--- config.mk ---
export PLATFORM = sky130hd
export DESIGN_NAME = slot_bus_master
export DESIGN_NICKNAME = d
export VERILOG_FILES = /design/src/rtl/slot_bus_pkg.sv /design/src/rtl/slot_decoder.sv /design/src/rtl/slot_bus_master.sv
export SDC_FILE = /design/constraint.sdc
export NUM_CORES = 1
export LEC_CHECK = 0
export CELL_PAD_IN_SITES_DETAIL_PLACEMENT = 0
export CELL_PAD_IN_SITES_GLOBAL_PLACEMENT = 1
export CORE_AREA = 5 5 247 249
export DETAILED_ROUTE_END_ITERATION = 10
export DIE_AREA = 0 0 252 254
export MAX_ROUTING_LAYER = met4
export PLACE_DENSITY_LB_ADDON = 0.1
export SETUP_SLACK_MARGIN = 0.4
export SLEW_MARGIN = 20
export SYNTH_ARGS = -nofsm -noshare
export SYNTH_HDL_FRONTEND = slang
export SYNTH_SLANG_ARGS = --single-unit
--- constraint.sdc ---
create_clock -name i_clk -period 2.6 [get_ports i_clk]
set_input_delay 0.26 -clock i_clk [delete_from_list [all_inputs] [get_ports i_clk]]
set_output_delay 0.26 -clock i_clk [all_outputs]
set_load 0.01 [all_outputs]
--- src/rtl/slot_bus_pkg.sv ---
`default_nettype none
// ============================================================================
// Module      : slot_bus_pkg
// Description : Shared widths and master FSM state encoding for the slot bus.
// Revision    : 1.0 - initial release
// ============================================================================
package slot_bus_pkg;

  localparam int SLOT_REG_AW = 5;
  localparam int SLOT_DW     = 32;

  typedef enum logic [1:0] {
    IDLE  = 2'd0,
    ISSUE = 2'd1,
    RESP  = 2'd2
  } slot_mst_state_t;

endpackage
`default_nettype wire

--- src/rtl/slot_decoder.sv ---
`default_nettype none
// ============================================================================
// Module      : slot_decoder
// Description : Slot index to one-hot chip-select vector plus out-of-range
//               flag. Out-of-range indices produce an all-zero vector.
// Revision    : 1.0 - initial release
// ============================================================================
module slot_decoder #(
  parameter int N_SLOTS = 16,
  parameter int SLOT_W  = 4
) (
  input  logic [SLOT_W-1:0]  i_slot,
  output logic [N_SLOTS-1:0] o_onehot,
  output logic               o_oor
);

  // One-hot decode of populated slots; anything past the last slot flags oor
  always_comb begin
    o_onehot = '0;
    o_oor    = (32'(i_slot) >= 32'(N_SLOTS));
    for (int i = 0; i < N_SLOTS; i++) begin
      if (i_slot == SLOT_W'(i)) begin
        o_onehot[i] = 1'b1;
      end
    end
  end

endmodule
`default_nettype wire

--- src/rtl/slot_bus_master.sv ---
`default_nettype none
// ============================================================================
// Module      : slot_bus_master
// Description : Host-facing initiator for the slot bus. Each accepted request
//               becomes one single-cycle slot access followed by one response.
// Revision    : 1.0 - initial release
// ============================================================================
module slot_bus_master
  import slot_bus_pkg::*;
#(
  parameter int N_SLOTS = 16,
  parameter int SLOT_W  = 4
) (
  input  logic                          i_clk,
  input  logic                          i_reset,
  input  logic                          i_req_valid,
  output logic                          o_req_ready,
  input  logic                          i_req_wr,
  input  logic [SLOT_W+SLOT_REG_AW-1:0] i_req_addr,
  input  logic [SLOT_DW-1:0]            i_req_wdata,
  output logic                          o_rsp_valid,
  input  logic                          i_rsp_ready,
  output logic [SLOT_DW-1:0]            o_rsp_rdata,
  output logic                          o_rsp_err,
  output logic [N_SLOTS-1:0]            o_slot_cs,
  output logic                          o_slot_read,
  output logic                          o_slot_write,
  output logic [SLOT_REG_AW-1:0]        o_slot_addr,
  output logic [SLOT_DW-1:0]            o_slot_wr_data,
  input  logic [N_SLOTS*SLOT_DW-1:0]    i_slot_rd_data
);

  slot_mst_state_t          r_state;
  logic                     r_req_ready;
  logic                     r_rsp_valid;
  logic [SLOT_DW-1:0]       r_rsp_rdata;
  logic                     r_rsp_err;
  logic [N_SLOTS-1:0]       r_slot_cs;
  logic                     r_slot_read;
  logic                     r_slot_write;
  logic [SLOT_REG_AW-1:0]   r_slot_addr;
  logic [SLOT_DW-1:0]       r_slot_wr_data;
  logic                     r_wr;
  logic [SLOT_W-1:0]        r_slot;
  logic                     r_err;

  logic [SLOT_W-1:0]        w_req_slot;
  logic [N_SLOTS-1:0]       w_req_cs;
  logic                     w_req_oor;
  logic [SLOT_DW-1:0]       w_rd_sel;

  // Decode straight from the incoming request so the strobes can be
  // registered on the accepting edge and be valid for the whole ISSUE cycle.
  assign w_req_slot = i_req_addr[SLOT_REG_AW +: SLOT_W];

  slot_decoder #(
    .N_SLOTS (N_SLOTS),
    .SLOT_W  (SLOT_W)
  ) u_dec (
    .i_slot   (w_req_slot),
    .o_onehot (w_req_cs),
    .o_oor    (w_req_oor)
  );

  // Select the addressed core's read data; out-of-range slots yield zero
  always_comb begin
    w_rd_sel = '0;
    for (int i = 0; i < N_SLOTS; i++) begin
      if (r_slot == SLOT_W'(i)) begin
        w_rd_sel = i_slot_rd_data[i*SLOT_DW +: SLOT_DW];
      end
    end
  end

  // Master FSM: accept, issue one strobe cycle, hold response until taken
  always_ff @(posedge i_clk or posedge i_reset) begin
    if (i_reset) begin
      r_state        <= IDLE;
      r_req_ready    <= 1'b1;
      r_rsp_valid    <= 1'b0;
      r_rsp_rdata    <= '0;
      r_rsp_err      <= 1'b0;
      r_slot_cs      <= '0;
      r_slot_read    <= 1'b0;
      r_slot_write   <= 1'b0;
      r_slot_addr    <= '0;
      r_slot_wr_data <= '0;
      r_wr           <= 1'b0;
      r_slot         <= '0;
      r_err          <= 1'b0;
    end else begin
      case (r_state)
        IDLE: begin
          if (i_req_valid && r_req_ready) begin
            r_req_ready    <= 1'b0;
            r_wr           <= i_req_wr;
            r_slot         <= w_req_slot;
            r_err          <= w_req_oor;
            r_slot_cs      <= w_req_cs;
            r_slot_read    <= !i_req_wr && !w_req_oor;
            r_slot_write   <= i_req_wr && !w_req_oor;
            r_slot_addr    <= i_req_addr[SLOT_REG_AW-1:0];
            r_slot_wr_data <= i_req_wdata;
            r_state        <= ISSUE;
          end
        end
        ISSUE: begin
          r_slot_cs    <= '0;
          r_slot_read  <= 1'b0;
          r_slot_write <= 1'b0;
          r_rsp_rdata  <= (r_wr || r_err) ? '0 : w_rd_sel;
          r_rsp_err    <= r_err;
          r_rsp_valid  <= 1'b1;
          r_state      <= RESP;
        end
        RESP: begin
          if (i_rsp_ready) begin
            r_rsp_valid <= 1'b0;
            r_req_ready <= 1'b1;
            r_state     <= IDLE;
          end
        end
        default: begin
          r_slot_cs    <= '0;
          r_slot_read  <= 1'b0;
          r_slot_write <= 1'b0;
          r_rsp_valid  <= 1'b0;
          r_req_ready  <= 1'b1;
          r_state      <= IDLE;
        end
      endcase
    end
  end

  assign o_req_ready    = r_req_ready;
  assign o_rsp_valid    = r_rsp_valid;
  assign o_rsp_rdata    = r_rsp_rdata;
  assign o_rsp_err      = r_rsp_err;
  assign o_slot_cs      = r_slot_cs;
  assign o_slot_read    = r_slot_read;
  assign o_slot_write   = r_slot_write;
  assign o_slot_addr    = r_slot_addr;
  assign o_slot_wr_data = r_slot_wr_data;

endmodule
`default_nettype wire
==> results of run 1 <==
## cells in the mapped netlist, types with 3 or more instances
master and n:
mux2_2 11, nor2_1 66, o21ai_1 7, a222oi_1 3, buf_6 6, nor3b_1 3, o22ai_1 85, mux4_2 6
a221oi_1 6, nor2b_1 24, nand3_1 16, a22oi_1 29, or2_2 7, buf_1 6, o22a_1 14, o2bb2ai_1 3
nand4_1 7, inv_1 6, a21oi_1 91, o211ai_1 10, a32oi_1 11, o31ai_1 8, nand2_1 209, nor3_1 12
nand3b_1 3, o221ai_1 9, mux2i_1 57, buf_2 35, a32o_1 15, o2111ai_1 8, buf_4 14, nand2b_1 6
a221o_1 3, a31oi_1 14, or3b_2 3, clkbuf_1 54, o21ai_0 116, a211oi_1 12, dfrtp_1 95, o32a_1 5
a22o_1 13
## stage by stage
stage	std cells	hold slack, ps	utilization	power [mW]
after detailed placement	2507	461.8	0.2752	13.76
final	2555	357.2	0.2858	15.66
after floorplan	1136	310.4	-	8.253
after global placement	2507	458.2	0.2752	13.72
after CTS	2528	347.3	0.2824	15.67
after global routing	2552	375.4	0.2856	16.60
## logic make-up after synthesis
kind of cell,share of synthesized area
and+or+nand+nor,0.1932
muxes,0.09702
AOI/OAI and AO/OA,0.3578
other,0.0004386
buffers and inverters,0.07053
DFF,0.2811
## layout make-up
class                   count  area (um2)  area share
well taps                 773       967.2     0.05789
multi-input cells         917        5677      0.3398
inverters                   8       36.28    0.002172
clock inverters             7       95.09    0.005692
diodes                     22       55.05    0.003295
repair buffers            723        7232      0.4329
clock buffers               9       225.2     0.01348
flip-flops and latches     96        2419      0.1448
## power by group through the flow
stage / clock network (mW) / logic (mW) / registers (mW)
2_1_floorplan: 0 / 5.53 / 2.73
5_1_grt: 1.70 / 12.2 / 2.71
3_3_place_gp: 0 / 11.0 / 2.69
3_5_place_dp: 0 / 11.1 / 2.70
4_1_cts: 1.68 / 11.3 / 2.66
6_report: 1.59 / 11.4 / 2.64
## flip-flops by register name, summed over array words and instances (netlist names)
| signal | flops |
|---|---|
| r_slot | 4 |
| r_state | 2 |
| o_slot_addr | 5 |
| o_rsp_valid | 1 |
| o_slot_read | 1 |
| o_slot_cs | 16 |
| o_slot_wr_data | 32 |
| o_slot_write | 1 |
| r_wr | 1 |
| o_rsp_rdata | 32 |
| o_req_ready | 1 |
## what timing repair did
item | in CTS | in global routing
buffers inserted | 5 | 5
endpoints found under the setup margin | 27 | 26
resized for setup | 20 | 24
gates cloned | 0 | 0
pin swaps | 0 | 2
hold buffers | 0 | 0
## metal layers
metal | vias up | wire length [um]
met5 | - | 0
met4 | 0 | 1001
met3 | 37 | 5803
met2 | 504 | 38150
met1 | 5955 | 31090
li1 | 5535 | -
## worst max-delay path by stage
| stage | end | start |
|---|---|---|
| after floorplan | o_rsp_rdata[16]$_DFFE_PP0P_ | r_slot[1]$_DFFE_PP0P_ |
| after global placement | o_rsp_rdata[29]$_DFFE_PP0P_ | r_slot[3]$_DFFE_PP0P_ |
| after detailed placement | o_rsp_rdata[15]$_DFFE_PP0P_ | r_slot[3]$_DFFE_PP0P_ |
| after CTS | o_rsp_rdata[10]$_DFFE_PP0P_ | r_slot[1]$_DFFE_PP0P_ |
| after global routing | o_rsp_rdata[27]$_DFFE_PP0P_ | r_slot[2]$_DFFE_PP0P_ |
| final | o_rsp_rdata[16]$_DFFE_PP0P_ | r_slot[1]$_DFFE_PP0P_ |
==> metrics, run 1 <==
CP endpoint kind flop; met2 Use GR 0.3977; max_cap viols 0; Placer Congestion 0.8682; CTS Root Cell clkbuf_16; die area 64010 um2; die width 252 um; CP max stage cell dfrtp_4; WS Path Type reg2reg; fin nets 2313; first-pass GRT wire length 102500 um; f_max 0.4542 GHz; Worst Skew 18.82 ps; first drt pass iteration count 4; Final Cycle Share 0.8469; busiest grt layer met2; Core ar. 58460 um2; Final WS setup 398.2 ps; die height 254 um; Congestion Overflow GR 0; # clock sinks 96; post-route ant nets 0; final critical-path required period 2202 ps; Routed WL per cell 29.76 um; PwrDens 937.7 nW/um2; Post-route DRC 0; worst-skew pair later-pin latency 400 ps; most common cell after layout, fill and taps aside clkdlybuf4s50_1; sw frac 0.4977; initial antenna violation count 21; Post-synth EDFFs 0; vias in the first global route 12617; Post-DP HPWL 62080 um; IO buf count 646; vias 12031; Syn Area/Cell 7.527 um2; routed wire length 76050 um; setup total negative slack 0 ps; met3 usage 0.06704; RSZ-0062 raised after global routing true; leakage 6.288 nW; sequential power share 0.168; pin count of the biggest net entering global routing 50; CTS tree built; share of cells above drive strength 1 0.09318; Final Instance Area 16710 um2; Synth Cell Area 8551 um2; most frequent cells in the layout clkdlybuf4s50_1 (646), nand2_1 (209), o21ai_0 (108); H-tree levels 3; All-Layer GR Usage 0.2305; Synth Instances 1136; WP buf/inv 3; flop-to-flop setup slack 400 ps; status complete, no violations; vias per inst 4.709; synth-to-layout area growth 95.38%; row count 89; GR Util met1 0.2704; CP Cell Sequence buf_4 -> inv_4 -> buf_4 -> o221ai_1 -> a32oi_1 -> a221oi_1 -> o21ai_1; Reg2Reg Depth 7; crit path DAT 2530 ps; Num CTS Buffers 9; peak supply drop 0.0004872 V; CP Depth 7; CP top delay family buffers and inverters; final hold vios 0; Synth top area share 0.2780; sequential share of the synthesized area 0.2811; clk buf depth 2; Slew headroom 0.4544; clock power share 0.102; clk slew on worst S/H paths 100 ps; worst hold path class in2async; worst r2r src r_slot[1]$_DFFE_PP0P_; CP Max Fanout 30; Slew Viols, Final 0; Startpoint Class flop; Cell Area, Placed 16090 um2; synth top area cells dfrtp_1 (28%), nand2_1 (9.2%), o21ai_0 (6.8%), mux2i_1 (6.7%), o22ai_1 (6.2%); # setup viols final 0; combinational power share 0.730; Worst EP required 2920 ps; Synth warnings 0; fillers 6349; library cells used by synthesis 64; Seq cells post-synth 96; Int Power 7.869 mW; pre-CTS WS 228.2 ps; I/O Pins 648; drt initial violations 777; top cell type by total area after synthesis dfrtp_1; Post-synth ARST share 1.000; P_sw 7.796 mW; most frequent CP cell buf_4; worst-margin pin slew 816.7 ps; Reg2Reg Capture Point o_rsp_rdata[16]$_DFFE_PP0P_; Syn Nets 1694; CP peak stage delay 580 ps; Initial Util 0.1463; Top FF cell, synth dfrtp_1
No activity file was read; power rests on OpenSTA's default activity.
==> inputs of run 2 (changes only) <==
- clock period: 2.6 -> 1.8 ns (I/O delays scaled with it)
==> run 2 against run 1 <==
The flow now finishes with violations (setup timing). Wire length rose by 2.0%. Critical path type unchanged. Clock skew barely moved. Design area rose by 16%. Sequential share of layout area fell by 2.0 points. Sequential cell count did not move. Power rose by 74%. Combinational power rose by 87%. Non-clock buffer count rose by 161. Largest cell class unchanged. Via count rose by 5.8%. First-iteration DRC count rose by 8.8%. Global-route usage rose by 0.18 points. Maximum frequency rose by 9.3%.
==> metrics, run 2 (synthesis gave the netlist of run 1 again) <==
CP startpoint r_slot[1]$_DFFE_PP0P_; WS Path Type reg2reg; clk buf depth 2; routed wire length 77560 um; f_max 0.4965 GHz; CTS tree built; first drt pass iteration count 5; Final WS setup -214.2 ps; share of cells above drive strength 1 0.2480; CP endpoint kind flop; # setup viols final 32; CTS Root Cell clkbuf_16; Slew Viols, Final 0; Worst Skew 19.07 ps; final hold vios 0; Final Hold Slack 111.6 ps; vias per inst 4.652; most common cell after layout, fill and taps aside clkdlybuf4s50_1; clk slew on worst S/H paths 100 ps; PwrDens 1409 nW/um2; CP Max Fanout 7; vias in the first global route 13392; initial antenna violation count 39; Hold Buf Count CTS 0; Placer Congestion 0.8936; Routed WL per cell 28.34 um; most frequent cells in the layout clkdlybuf4s50_1 (557), nand2_1 (182), buf_4 (146); Core ar. 58460 um2; setup total negative slack -4781 ps; crit path DAT 2300 ps; die area 64010 um2; IO buf count 646; post-layout util 0.3315; Initial Util 0.1463; max_cap viols 0; RSZ-0062 raised after global routing true; vias 12732; leakage 7.870 nW; synth-to-layout area growth 126.6%; Num CTS Buffers 9; I/O Pins 648; Final Cycle Share 1.119; fin nets 2476; status complete, but fails checks; worst-skew pair later-pin latency 400 ps; H-tree levels 3; first-pass GRT wire length 103800 um; row count 89; fillers 6214; final critical-path required period 2014 ps; peak supply drop 0.0005791 V; die height 254 um; failing checks setup timing; drt initial violations 845; Congestion Overflow GR 0; worst r2r src r_slot[1]$_DFFE_PP0P_; Startpoint Class flop; Worst EP required 2090 ps; Final Power 27.31 mW; All-Layer GR Usage 0.2323; die width 252 um; Post-route DRC 0; pin count of the biggest net entering global routing 52; Post-DP HPWL 62460 um; worst hold path class in2async; # clock sinks 96; post-route ant nets 0
==> run 2: cell type report <==
| class | instances | area (um2) | share of cell area |
|---|---|---|---|
| Sequential cell | 96 | 2417 | 0.1247 |
| Inverter | 8 | 38.79 | 0.002002 |
| Clock buffer | 11 | 252.7 | 0.01304 |
| Clock inverter | 5 | 67.56 | 0.003487 |
| Timing Repair Buffer | 884 | 8965 | 0.4626 |
| Tap cell | 773 | 967.2 | 0.04991 |
| Multi-Input combinational cell | 919 | 6568 | 0.3389 |
| Antenna cell | 41 | 102.6 | 0.005294 |
==> run 2: layer usage <==
metal | up-vias | GRT usage | wire, um
li1 | 5906 | - | -
met1 | 6274 | 0.2794 | 31850
met2 | 514 | 0.3897 | 38460
met3 | 38 | 0.06734 | 6171
met4 | 0 | 0.04854 | 1083
met5 | - | - | 0
==> run 2: power breakdown <==
group | internal (mW) | total, mW | switching (mW)
combinational | 10.3 | 21.3 | 11.0
sequential | 3.07 | 3.70 | 0.637
clock | 1.18 | 2.31 | 1.13
==> run 2: metrics by stage <==
step | instances | instance area, um2 | setup WS, ps
after floorplan | 1136 | 8807 | 61.61
after global placement | 2623 | 17250 | -456.3
after detailed placement | 2623 | 17250 | -437.6
after CTS | 2681 | 18640 | -214.9
after global routing | 2735 | 19370 | -266.9
final | 2737 | 19380 | -214.2
==> run 2: what timing repair did <==
item,4_1_cts,5_1_grt
pin swaps,49,52
endpoints found under the setup margin,181,87
gates resized for setup,278,128
setup buffers,38,9
gates cloned,4,6
==> run 2: worst max-delay path, cell delays in order, from the launching register on <==
cell and delay, ps:
dfrtp_4 500, buf_12 160, buf_16 140, nor2b_4 160
a222oi_1 390, o211ai_1 150, a221oi_2 330, o21ai_1 90
==> run 2: path summary, 6_finish.rpt <==
kind	endpoint	slack (ps)	cells after the start
worst max-delay path	o_rsp_rdata[16]$_DFFE_PP0P_	-210	7
worst min-delay path	o_slot_wr_data[1]$_DFFE_PP0P_	110	2
worst max register to register	o_rsp_rdata[16]$_DFFE_PP0P_	-210	7
worst min register to register	o_slot_wr_data[23]$_DFFE_PP0P_	470	2
max in group asynchronous	o_req_ready$_DFFE_PP1P_	1070	3
min in group i_clk	o_slot_wr_data[23]$_DFFE_PP0P_	310	3
==> inputs of run 3 (changes only) <==
- ABC_CLOCK_PERIOD_IN_PS: default -> 1800
==> results of run 3 <==
Final layout, timing and power as in run 2 (identical DEF).
